File: config.mk
export PLATFORM = sky130hd
export DESIGN_NAME = lock_input_arbiter
export DESIGN_NICKNAME = d
export VERILOG_FILES = /design/src/rtl/lock_pkg.sv /design/src/rtl/lock_rr_picker.sv /design/src/rtl/lock_input_arbiter.sv
export SDC_FILE = /design/constraint.sdc
export NUM_CORES = 1
export LEC_CHECK = 0
export CAP_MARGIN = 20
export CELL_PAD_IN_SITES_DETAIL_PLACEMENT = 1
export CELL_PAD_IN_SITES_GLOBAL_PLACEMENT = 2
export CORE_UTILIZATION = 31
export CTS_BUF_LIST = sky130_fd_sc_hd__clkbuf_16
export CTS_CLUSTER_SIZE = 24
export DETAILED_ROUTE_END_ITERATION = 16
export DONT_BUFFER_PORTS = 1
export HOLD_SLACK_MARGIN = 0.08
export PLACE_DENSITY_LB_ADDON = 0.1
export SETUP_SLACK_MARGIN = 0.05
export SLEW_MARGIN = 15
export SYNTH_ARGS = -nofsm -noshare
export SYNTH_HDL_FRONTEND = slang
export SYNTH_HIERARCHICAL = 1
export SYNTH_SLANG_ARGS = --single-unit
File: constraint.sdc
create_clock -name clk -period 1.8 [get_ports clk]
set_input_delay 0.27 -clock clk [delete_from_list [all_inputs] [get_ports clk]]
set_output_delay 0.27 -clock clk [all_outputs]
set_load 0.02 [all_outputs]
File: src/rtl/lock_pkg.sv
// Shared types and helpers for the keypad input arbiter in front of digital_lock.
package lock_pkg;

    // Width of one keypad digit as seen by digital_lock.key_in.
    localparam int KEY_W = 4;

    // Arbiter session states.
    typedef enum logic [1:0] {
        IDLE   = 2'd0,
        ACTIVE = 2'd1,
        ABORT  = 2'd2,
        GAP    = 2'd3
    } arb_state_t;

    // Bits needed to index n items; never less than 1 so a 1-wide index still exists.
    function automatic int clog2(input int n);
        int r;
        r = 1;
        for (int i = 1; i < 31; i++) begin
            if ((1 << i) < n) begin
                r = i + 1;
            end
        end
        return r;
    endfunction

endpackage

File: src/rtl/lock_rr_picker.sv
// Combinational round-robin finder: returns the first set req bit at or after rr_ptr, wrapping.
module lock_rr_picker
    import lock_pkg::*;
#(
    parameter int N_REQ = 2,
    parameter int IDX_W = 1
) (
    input  logic [N_REQ-1:0] req,
    input  logic [IDX_W-1:0] rr_ptr,
    output logic [IDX_W-1:0] winner,
    output logic             valid
);

    logic [IDX_W-1:0] cand_idx [N_REQ];
    logic [N_REQ-1:0] hit;

    // Candidate gi is the requester gi positions after the pointer, modulo N_REQ.
    generate
        for (genvar gi = 0; gi < N_REQ; gi++) begin : g_cand
            logic [IDX_W:0] sum;
            assign sum          = {1'b0, rr_ptr} + (IDX_W+1)'(gi);
            assign cand_idx[gi] = (sum >= (IDX_W+1)'(N_REQ)) ? IDX_W'(sum - (IDX_W+1)'(N_REQ))
                                                             : sum[IDX_W-1:0];
            assign hit[gi]      = req[cand_idx[gi]];
        end
    endgenerate

    // Lowest candidate position wins; scanning downward lets the nearest one overwrite the rest.
    always_comb begin
        winner = '0;
        valid  = 1'b0;
        for (int k = N_REQ - 1; k >= 0; k--) begin
            if (hit[k]) begin
                winner = cand_idx[k];
                valid  = 1'b1;
            end
        end
    end

endmodule

File: src/rtl/lock_input_arbiter.sv
// Shares the digital_lock keypad port between N_REQ requesters, one whole entry session
// at a time, round-robin. Optional inactivity timeout is built when LOCK_ARB_TIMEOUT_EN
// is defined; otherwise timeout_abort is tied low and no idle counter exists.
module lock_input_arbiter
    import lock_pkg::*;
#(
    parameter int N_REQ       = 2,
    parameter int GAP_CYC     = 2,
    parameter int TIMEOUT_CYC = 64
) (
    input  logic                   clk,
    input  logic                   reset,
    input  logic [N_REQ-1:0]       req,
    input  logic [N_REQ-1:0]       key_valid,
    input  logic [KEY_W*N_REQ-1:0] key_code,
    input  logic [N_REQ-1:0]       enter_req,
    input  logic [N_REQ-1:0]       clear_req,
    input  logic                   system_locked,
    output logic [N_REQ-1:0]       grant,
    output logic                   busy,
    output logic [KEY_W-1:0]       lock_key_in,
    output logic                   lock_key_press,
    output logic                   lock_enter,
    output logic                   lock_clear,
    output logic                   session_done,
    output logic                   timeout_abort
);

    localparam int IDX_W = clog2(N_REQ);
    localparam int GAP_W = clog2(GAP_CYC);

    // Reject configurations the FSM cannot honour at elaboration time.
    generate
        if (N_REQ < 2 || N_REQ > 8 || GAP_CYC < 1 || TIMEOUT_CYC < 2) begin : g_bad_params
            $error("lock_input_arbiter: parameter out of range");
        end
    endgenerate

    arb_state_t       state_reg, state_next;
    logic [N_REQ-1:0] grant_reg, grant_next;
    logic [IDX_W-1:0] win_reg, win_next;
    logic [IDX_W-1:0] rr_ptr_reg, rr_ptr_next;
    logic             pend_enter_reg, pend_enter_next;
    logic [GAP_W-1:0] gap_cnt_reg, gap_cnt_next;
    logic [KEY_W-1:0] key_in_reg, key_in_next;
    logic             press_reg, press_next;
    logic             enter_reg, enter_next;
    logic             clear_reg, clear_next;
    logic             done_reg, done_next;
    logic             busy_reg;
`ifdef LOCK_ARB_TIMEOUT_EN
    localparam int IDLE_W = clog2(TIMEOUT_CYC);
    logic [IDLE_W-1:0] idle_cnt_reg, idle_cnt_next;
    logic              tmo_reg, tmo_next;
`endif

    logic [IDX_W-1:0] pick_idx;
    logic             pick_valid;
    logic             enter_gap;

    lock_rr_picker #(
        .N_REQ (N_REQ),
        .IDX_W (IDX_W)
    ) u_picker (
        .req    (req),
        .rr_ptr (rr_ptr_reg),
        .winner (pick_idx),
        .valid  (pick_valid)
    );

    // Strobes of the current session owner; everyone else is ignored.
    logic             w_req, w_key, w_enter, w_clear;
    logic [KEY_W-1:0] w_code;
    assign w_req   = req[win_reg];
    assign w_key   = key_valid[win_reg];
    assign w_enter = enter_req[win_reg];
    assign w_clear = clear_req[win_reg];
    assign w_code  = key_code[win_reg*KEY_W +: KEY_W];

    // Next-state and registered-output computation for the session FSM.
    always_comb begin
        state_next      = state_reg;
        grant_next      = grant_reg;
        win_next        = win_reg;
        rr_ptr_next     = rr_ptr_reg;
        pend_enter_next = pend_enter_reg;
        gap_cnt_next    = gap_cnt_reg;
        key_in_next     = key_in_reg;
        press_next      = 1'b0;
        enter_next      = 1'b0;
        clear_next      = 1'b0;
        done_next       = 1'b0;
        enter_gap       = 1'b0;
`ifdef LOCK_ARB_TIMEOUT_EN
        idle_cnt_next   = idle_cnt_reg;
        tmo_next        = 1'b0;
`endif
        case (state_reg)
            IDLE: begin
                if (!system_locked && pick_valid) begin
                    state_next      = ACTIVE;
                    grant_next      = {{(N_REQ-1){1'b0}}, 1'b1} << pick_idx;
                    win_next        = pick_idx;
                    rr_ptr_next     = (pick_idx == IDX_W'(N_REQ - 1)) ? '0 : pick_idx + 1'b1;
                    pend_enter_next = 1'b0;
`ifdef LOCK_ARB_TIMEOUT_EN
                    idle_cnt_next   = '0;
`endif
                end
            end
            ACTIVE: begin
                if (pend_enter_reg) begin
                    // Second half of a same-cycle digit+enter: the enter trails the digit.
                    enter_next = 1'b1;
                    enter_gap  = 1'b1;
                end else if (system_locked) begin
                    // Lockout: the lock manages its own state, so close silently.
                    enter_gap = 1'b1;
                end else if (w_clear) begin
                    clear_next = 1'b1;
                    enter_gap  = 1'b1;
                end else if (w_enter && w_key) begin
                    key_in_next     = w_code;
                    press_next      = 1'b1;
                    pend_enter_next = 1'b1;
                end else if (w_enter) begin
                    enter_next = 1'b1;
                    enter_gap  = 1'b1;
                end else if (!w_req) begin
                    // Abandoned session: flush partial digits from the lock.
                    state_next = ABORT;
                    clear_next = 1'b1;
                end else if (w_key) begin
                    key_in_next = w_code;
                    press_next  = 1'b1;
`ifdef LOCK_ARB_TIMEOUT_EN
                    idle_cnt_next = IDLE_W'(1);
                end else if (idle_cnt_reg == IDLE_W'(TIMEOUT_CYC - 1)) begin
                    state_next = ABORT;
                    clear_next = 1'b1;
                    tmo_next   = 1'b1;
                end else begin
                    idle_cnt_next = idle_cnt_reg + 1'b1;
`endif
                end
            end
            ABORT: begin
                enter_gap = 1'b1;
            end
            GAP: begin
                if (gap_cnt_reg == GAP_W'(GAP_CYC - 1)) begin
                    state_next = IDLE;
                end else begin
                    gap_cnt_next = gap_cnt_reg + 1'b1;
                end
            end
            default: begin
                state_next = IDLE;
                grant_next = '0;
            end
        endcase

        // Common session close: drop grant, start the gap, flag completion.
        if (enter_gap) begin
            state_next      = GAP;
            grant_next      = '0;
            gap_cnt_next    = '0;
            pend_enter_next = 1'b0;
            done_next       = 1'b1;
        end
    end

    // State and output registers.
    always_ff @(posedge clk) begin
        if (reset) begin
            state_reg      <= IDLE;
            grant_reg      <= '0;
            win_reg        <= '0;
            rr_ptr_reg     <= '0;
            pend_enter_reg <= 1'b0;
            gap_cnt_reg    <= '0;
            key_in_reg     <= '0;
            press_reg      <= 1'b0;
            enter_reg      <= 1'b0;
            clear_reg      <= 1'b0;
            done_reg       <= 1'b0;
            busy_reg       <= 1'b0;
`ifdef LOCK_ARB_TIMEOUT_EN
            idle_cnt_reg   <= '0;
            tmo_reg        <= 1'b0;
`endif
        end else begin
            state_reg      <= state_next;
            grant_reg      <= grant_next;
            win_reg        <= win_next;
            rr_ptr_reg     <= rr_ptr_next;
            pend_enter_reg <= pend_enter_next;
            gap_cnt_reg    <= gap_cnt_next;
            key_in_reg     <= key_in_next;
            press_reg      <= press_next;
            enter_reg      <= enter_next;
            clear_reg      <= clear_next;
            done_reg       <= done_next;
            busy_reg       <= (state_next != IDLE);
`ifdef LOCK_ARB_TIMEOUT_EN
            idle_cnt_reg   <= idle_cnt_next;
            tmo_reg        <= tmo_next;
`endif
        end
    end

    assign grant          = grant_reg;
    assign busy           = busy_reg;
    assign lock_key_in    = key_in_reg;
    assign lock_key_press = press_reg;
    assign lock_enter     = enter_reg;
    assign lock_clear     = clear_reg;
    assign session_done   = done_reg;
`ifdef LOCK_ARB_TIMEOUT_EN
    assign timeout_abort  = tmo_reg;
`else
    assign timeout_abort  = 1'b0;
`endif

endmodule

After elaboration in Yosys (flattened, before gate mapping)
Index checks and enable logic that the tools add are counted.
- bitwise gates (word level): 4
- $lt $le $gt $ge: 5
- reductions and logical operators: 15
- muxes and demuxes: 58
- eq/ne operators: 5
- $add $sub $neg: 5
- shift operators: 2
- operator list (operator ; count):
    2-to-1 mux 1 bit ; 42
    2-to-1 mux 2 bit ; 9
    2-to-1 mux 4 bit ; 4
    nonzero test 2 bit ; 4
    indexed part select 8 x 4 -> 4 bit ; 1
    AND reduction 7 bit ; 1
    less-than comparator 1 x 2 -> 1 bit (second input constant) ; 3
    case mux 2 bit (3 select lines) ; 1
    OR reduction 5 bit ; 1
    == test 2 bit (second input constant) ; 2
    inverter 1 bit ; 4
    case mux 1 bit (2 select lines) ; 2
    AND reduction 2 bit ; 2
    OR reduction 2 bit ; 2
    OR reduction 4 bit ; 1
    adder 1 bit (second input constant) ; 2
    adder 1 x 1 -> 2 bit (second input constant) ; 1
    == test 2 x 1 -> 1 bit (second input constant) ; 1
    >= comparator 1 x 2 -> 1 bit (second input constant) ; 1
    >= comparator 2 bit (second input constant) ; 1
    logical AND 1 bit ; 2
    logical NOT 2 bit ; 1
    inequality test 2 x 1 -> 1 bit (second input constant) ; 1
    inequality test 2 bit (second input constant) ; 1
    other kinds (3) ; 4
- input bits: 19
- logic and storage cells: 106
- register bits: 17

Longest topological paths before layout
- word-level depth: 12
- gate-level depth with buffers: 6
- gate-level depth less buffers: 6

Hierarchy
The synthesis kept the hierarchy.
- by module, submodules not included (module ; instances ; cells each ; area an instance (um2)):
    lock_input_arbiter ; 1 ; 100 ; 910.9
    lock_rr_picker ; 1 ; 3 ; 17.5

Worst setup path after synthesis
No wires, ideal clock.
- kind: reg2reg
- start point: register state_reg[0]
- end point: register busy_reg (netlist: busy)
- data arrival time: 1.574 ns
- data required time: 1.658 ns
- setup slack: 0.084 ns
- setup time: 0.142 ns
- cell stages (with the launch flop): 7
- cells stage by stage: dfxtp_1 > inv_1 > ha_1 > or2_2 > or2_2 > o31ai_1 > a31oi_1
- longest elaborated chain between the ends: 9
- RTL lines (what ; RTL line ; text):
    from (decl) ; lock_input_arbiter.sv:39 ; arb_state_t state_reg, state_next;
    from (signal assigned) ; lock_input_arbiter.sv:193 ; state_reg <= state_next;
    2-to-1 mux 2 bit ; lock_input_arbiter.sv:129 ; end else if (!w_req) begin
    2-to-1 mux 2 bit ; lock_input_arbiter.sv:126 ; end else if (w_enter) begin
    2-to-1 mux 2 bit ; lock_input_arbiter.sv:122 ; end else if (w_enter && w_key) begin
    2-to-1 mux 2 bit ; lock_input_arbiter.sv:119 ; end else if (w_clear) begin
    2-to-1 mux 2 bit ; lock_input_arbiter.sv:116 ; end else if (system_locked) begin
    2-to-1 mux 2 bit ; lock_input_arbiter.sv:112 ; if (pend_enter_reg) begin
    case mux 2 bit (3 select lines) ; lock_input_arbiter.sv:98 ; case (state_reg)
    2-to-1 mux 2 bit (*) ; lock_input_arbiter.sv:164 ; if (enter_gap) begin
    nonzero test 2 bit (*) ; lock_input_arbiter.sv:204 ; busy_reg <= (state_next != IDLE);
    to (signal assigned) ; lock_input_arbiter.sv:204 ;
    to (decl) ; lock_input_arbiter.sv:50 ; logic busy_reg;
Mark *: on every way between the ends. The rest lies on a longest branch, timed or not.
A chain may end at the register's enable or synchronous reset.

Final worst setup path
Same ends and word-level chain as after synthesis.

==> results.sh <==
export IMPL_drv_slew=0
export IMPL_die_w_um=56.7
export IMPL_peakVddDrop_uv=398
export IMPL_cp_start_kind="flop"
export IMPL_hp_class="in -> reg"
export IMPL_io_pins=31
export IMPL_grt_first_pass_wirelength_um=3950
export IMPL_cp_arrival_ps=1880
export IMPL_dieArea_um2=3220
export IMPL_via_per_inst=5.64
export IMPL_largest_reg_flops=4
export IMPL_cp_max_fo=6
export IMPL_final_common_cell="dfxtp_1"
export IMPL_crit_buf_inv=2
export IMPL_first_pass_iters=10
export IMPL_ant_nets=0
export IMPL_io_buffers=0
export IMPL_cp_top_family="compound AO/OA/AOI/OAI gates"
export IMPL_hold_viol_final=0
export IMPL_clock_sinks=17
export IMPL_final_area_um2=1110
export IMPL_fin_worst_skew_ps=0.540
export IMPL_final_cell_mix="dfxtp_1 (14), nor2_1 (10), nor3_1 (9), buf_4 (8), a21oi_1 (6)"
export IMPL_nFillCells=329
export IMPL_routed_wl_um=2460
export IMPL_max_slew_margin_rel=0.516
export IMPL_holdWs_ps=85.2
export IMPL_rsz0062_at_grt="yes"
export IMPL_dpl_instance_area_um2=1000
export IMPL_core_region_area_um2=2810
export IMPL_static_leakage_power_uw=0.000405
export IMPL_critPathSlowestCell="dfxtp_2"
export IMPL_grt_pass1_vias=820
export IMPL_path_clk_slew_ps=50
export IMPL_grt_antenna_before_repair=0
export IMPL_cellPowerDensity_nw_per_um2=1240
export IMPL_nets=136
export IMPL_cts_buffers_inserted=3
export IMPL_cts_tree="done"
export IMPL_critPathMaxStageDelay_ps=350
export IMPL_post_route_min_period_ps=1700
export IMPL_grt_overflow=0
export IMPL_cts_htree_levels=1
export IMPL_syn_num_nets=126
export IMPL_regArea_um2=344
export IMPL_vias=807
export IMPL_setup_violations=0
export IMPL_dp_hpwl_um=1870
export IMPL_run_status="complete, but fails checks"
export IMPL_place_gp_congestion=0.746
export IMPL_drt_iter0_drc=14
export IMPL_track_usage=0.164
export IMPL_grt_max_degree=16
export IMPL_avgSynthCellArea_um2=9.01
export IMPL_ys_ff_latch=17
export IMPL_seq_area_frac_synth=0.367
export IMPL_rows=19
export IMPL_root_buffer="clkbuf_16"
export IMPL_violations="design-rule violations"
export IMPL_post_cts_buffers=0
export IMPL_cts_buffer_depth=2
export IMPL_cp_required_ps=1970
export IMPL_crit_chain="inv_1 > ha_1 > buf_4 > nor4bb_1 > o32a_1 > o31ai_4 > a31oi_1"
export IMPL_path_class="reg -> reg"
export IMPL_wl_per_cell_um=17.2
export IMPL_initial_core_util=0.331
export IMPL_synth_distinct_cells=36
export IMPL_die_h_um=56.7
export IMPL_diodes=0
export IMPL_insertion_delay_ps=240
export IMPL_fin_crit_sh=0.947
export IMPL_fmax_mhz=587
export IMPL_cp_end_kind="flop"
export IMPL_multi_input_area_um2=572
export IMPL_netlist_instances=103
export IMPL_area_growth_pct=19.5
export IMPL_drive_gt1_frac=0.241
export IMPL_cap_violations=0
export IMPL_cts_hold_buf=0
export IMPL_netlist_area_um2=928
export IMPL_drc=4
export IMPL_synth_warnings=6
export IMPL_worst_slew_pin_slew_ps=723
synth_stat cells:
cell	count	share of area
mux2_2	5	0.061
a211oi_1	2	0.016
o211a_1	1	0.011
mux2i_1	5	0.054
nor4bb_1	1	0.011
nor2b_1	3	0.020
nor4_1	5	0.034
o2111ai_1	1	0.0094
o21ai_0	1	0.0054
buf_4	1	0.0081
or2_1	1	0.0067
ha_1	4	0.054
nor3_1	9	0.049
dfxtp_1	17	0.37
o31ai_1	2	0.016
o31a_1	1	0.0094
buf_6	1	0.012
o32a_1	1	0.011
conb_1	1	0.0040
inv_1	4	0.016
or2_0	1	0.0067
nand3_1	1	0.0054
clkbuf_1	1	0.0040
nand2_2	1	0.0067
nand2b_1	3	0.020
a2111oi_2	1	0.016
nor3b_1	1	0.0081
a32o_1	1	0.011
a31oi_1	5	0.034
nand3b_1	1	0.0081
a21oi_1	6	0.032
o21a_1	1	0.0081
nand2_1	1	0.0040
a21boi_1	1	0.0081
or2_2	2	0.013
nor2_1	10	0.040
report_power, final:
part	internal [uW]	total [uW]	switching [uW]
clock	297	442	145
sequential	430	500	69.5
combinational	201	429	228
total	928	1370	443
routing by layer:
metal	track usage	wire, um	up-vias
li1	-	-	401
met4	0.0536	16	0
met1	0.246	1230	383
met2	0.218	1050	21
met3	0.0507	164	2
met5	0	0	-
cell type report:
type | instances | area share
sequential | 17 | 0.310
clock inverter | 1 | 0.00451
clock buffer | 3 | 0.0676
tap | 31 | 0.0349
timing repair buffer | 8 | 0.0541
inverter | 4 | 0.0135
multi-input combinational | 79 | 0.515
logic make-up after synthesis:
group,Yosys count,synth area share
AOI/OAI and AO/OA,24,0.187
DFF,17,0.367
other,1,0.00404
and+or+nand+nor,40,0.233
adders and majority gates,4,0.0539
muxes,10,0.115
buffers and inverters,7,0.0404
per-stage QoR:
stage | TNS [ps] | power, uW | utilization | setup WS, ps | cells
floorplan | 0 | 785 | - | 83.9 | 103
global placement | 0 | 888 | 0.358 | 96.7 | 139
detailed placement | 0 | 898 | 0.358 | 53.8 | 139
CTS | 0 | 1360 | 0.388 | 79.5 | 143
global route | -34.7 | 1460 | 0.396 | -29.6 | 143
finish | 0 | 1370 | 0.396 | 95.1 | 143
final timing paths:
kind,start,to,slack [ps],depth (start not counted)
setup / recovery,state_reg[0],busy,100,7
hold / removal,reset,win_reg,90,1
setup reg to reg,state_reg[0],busy,100,7
hold reg to reg,pend_enter_reg,lock_clear,500,1
what timing repair did:
action                     4_1_cts  5_1_grt
hold endpoints to repair         0        1
setup endpoints to repair        2       10
gates resized for setup          1        6
Note: power is estimated with default switching activity, not from simulation.
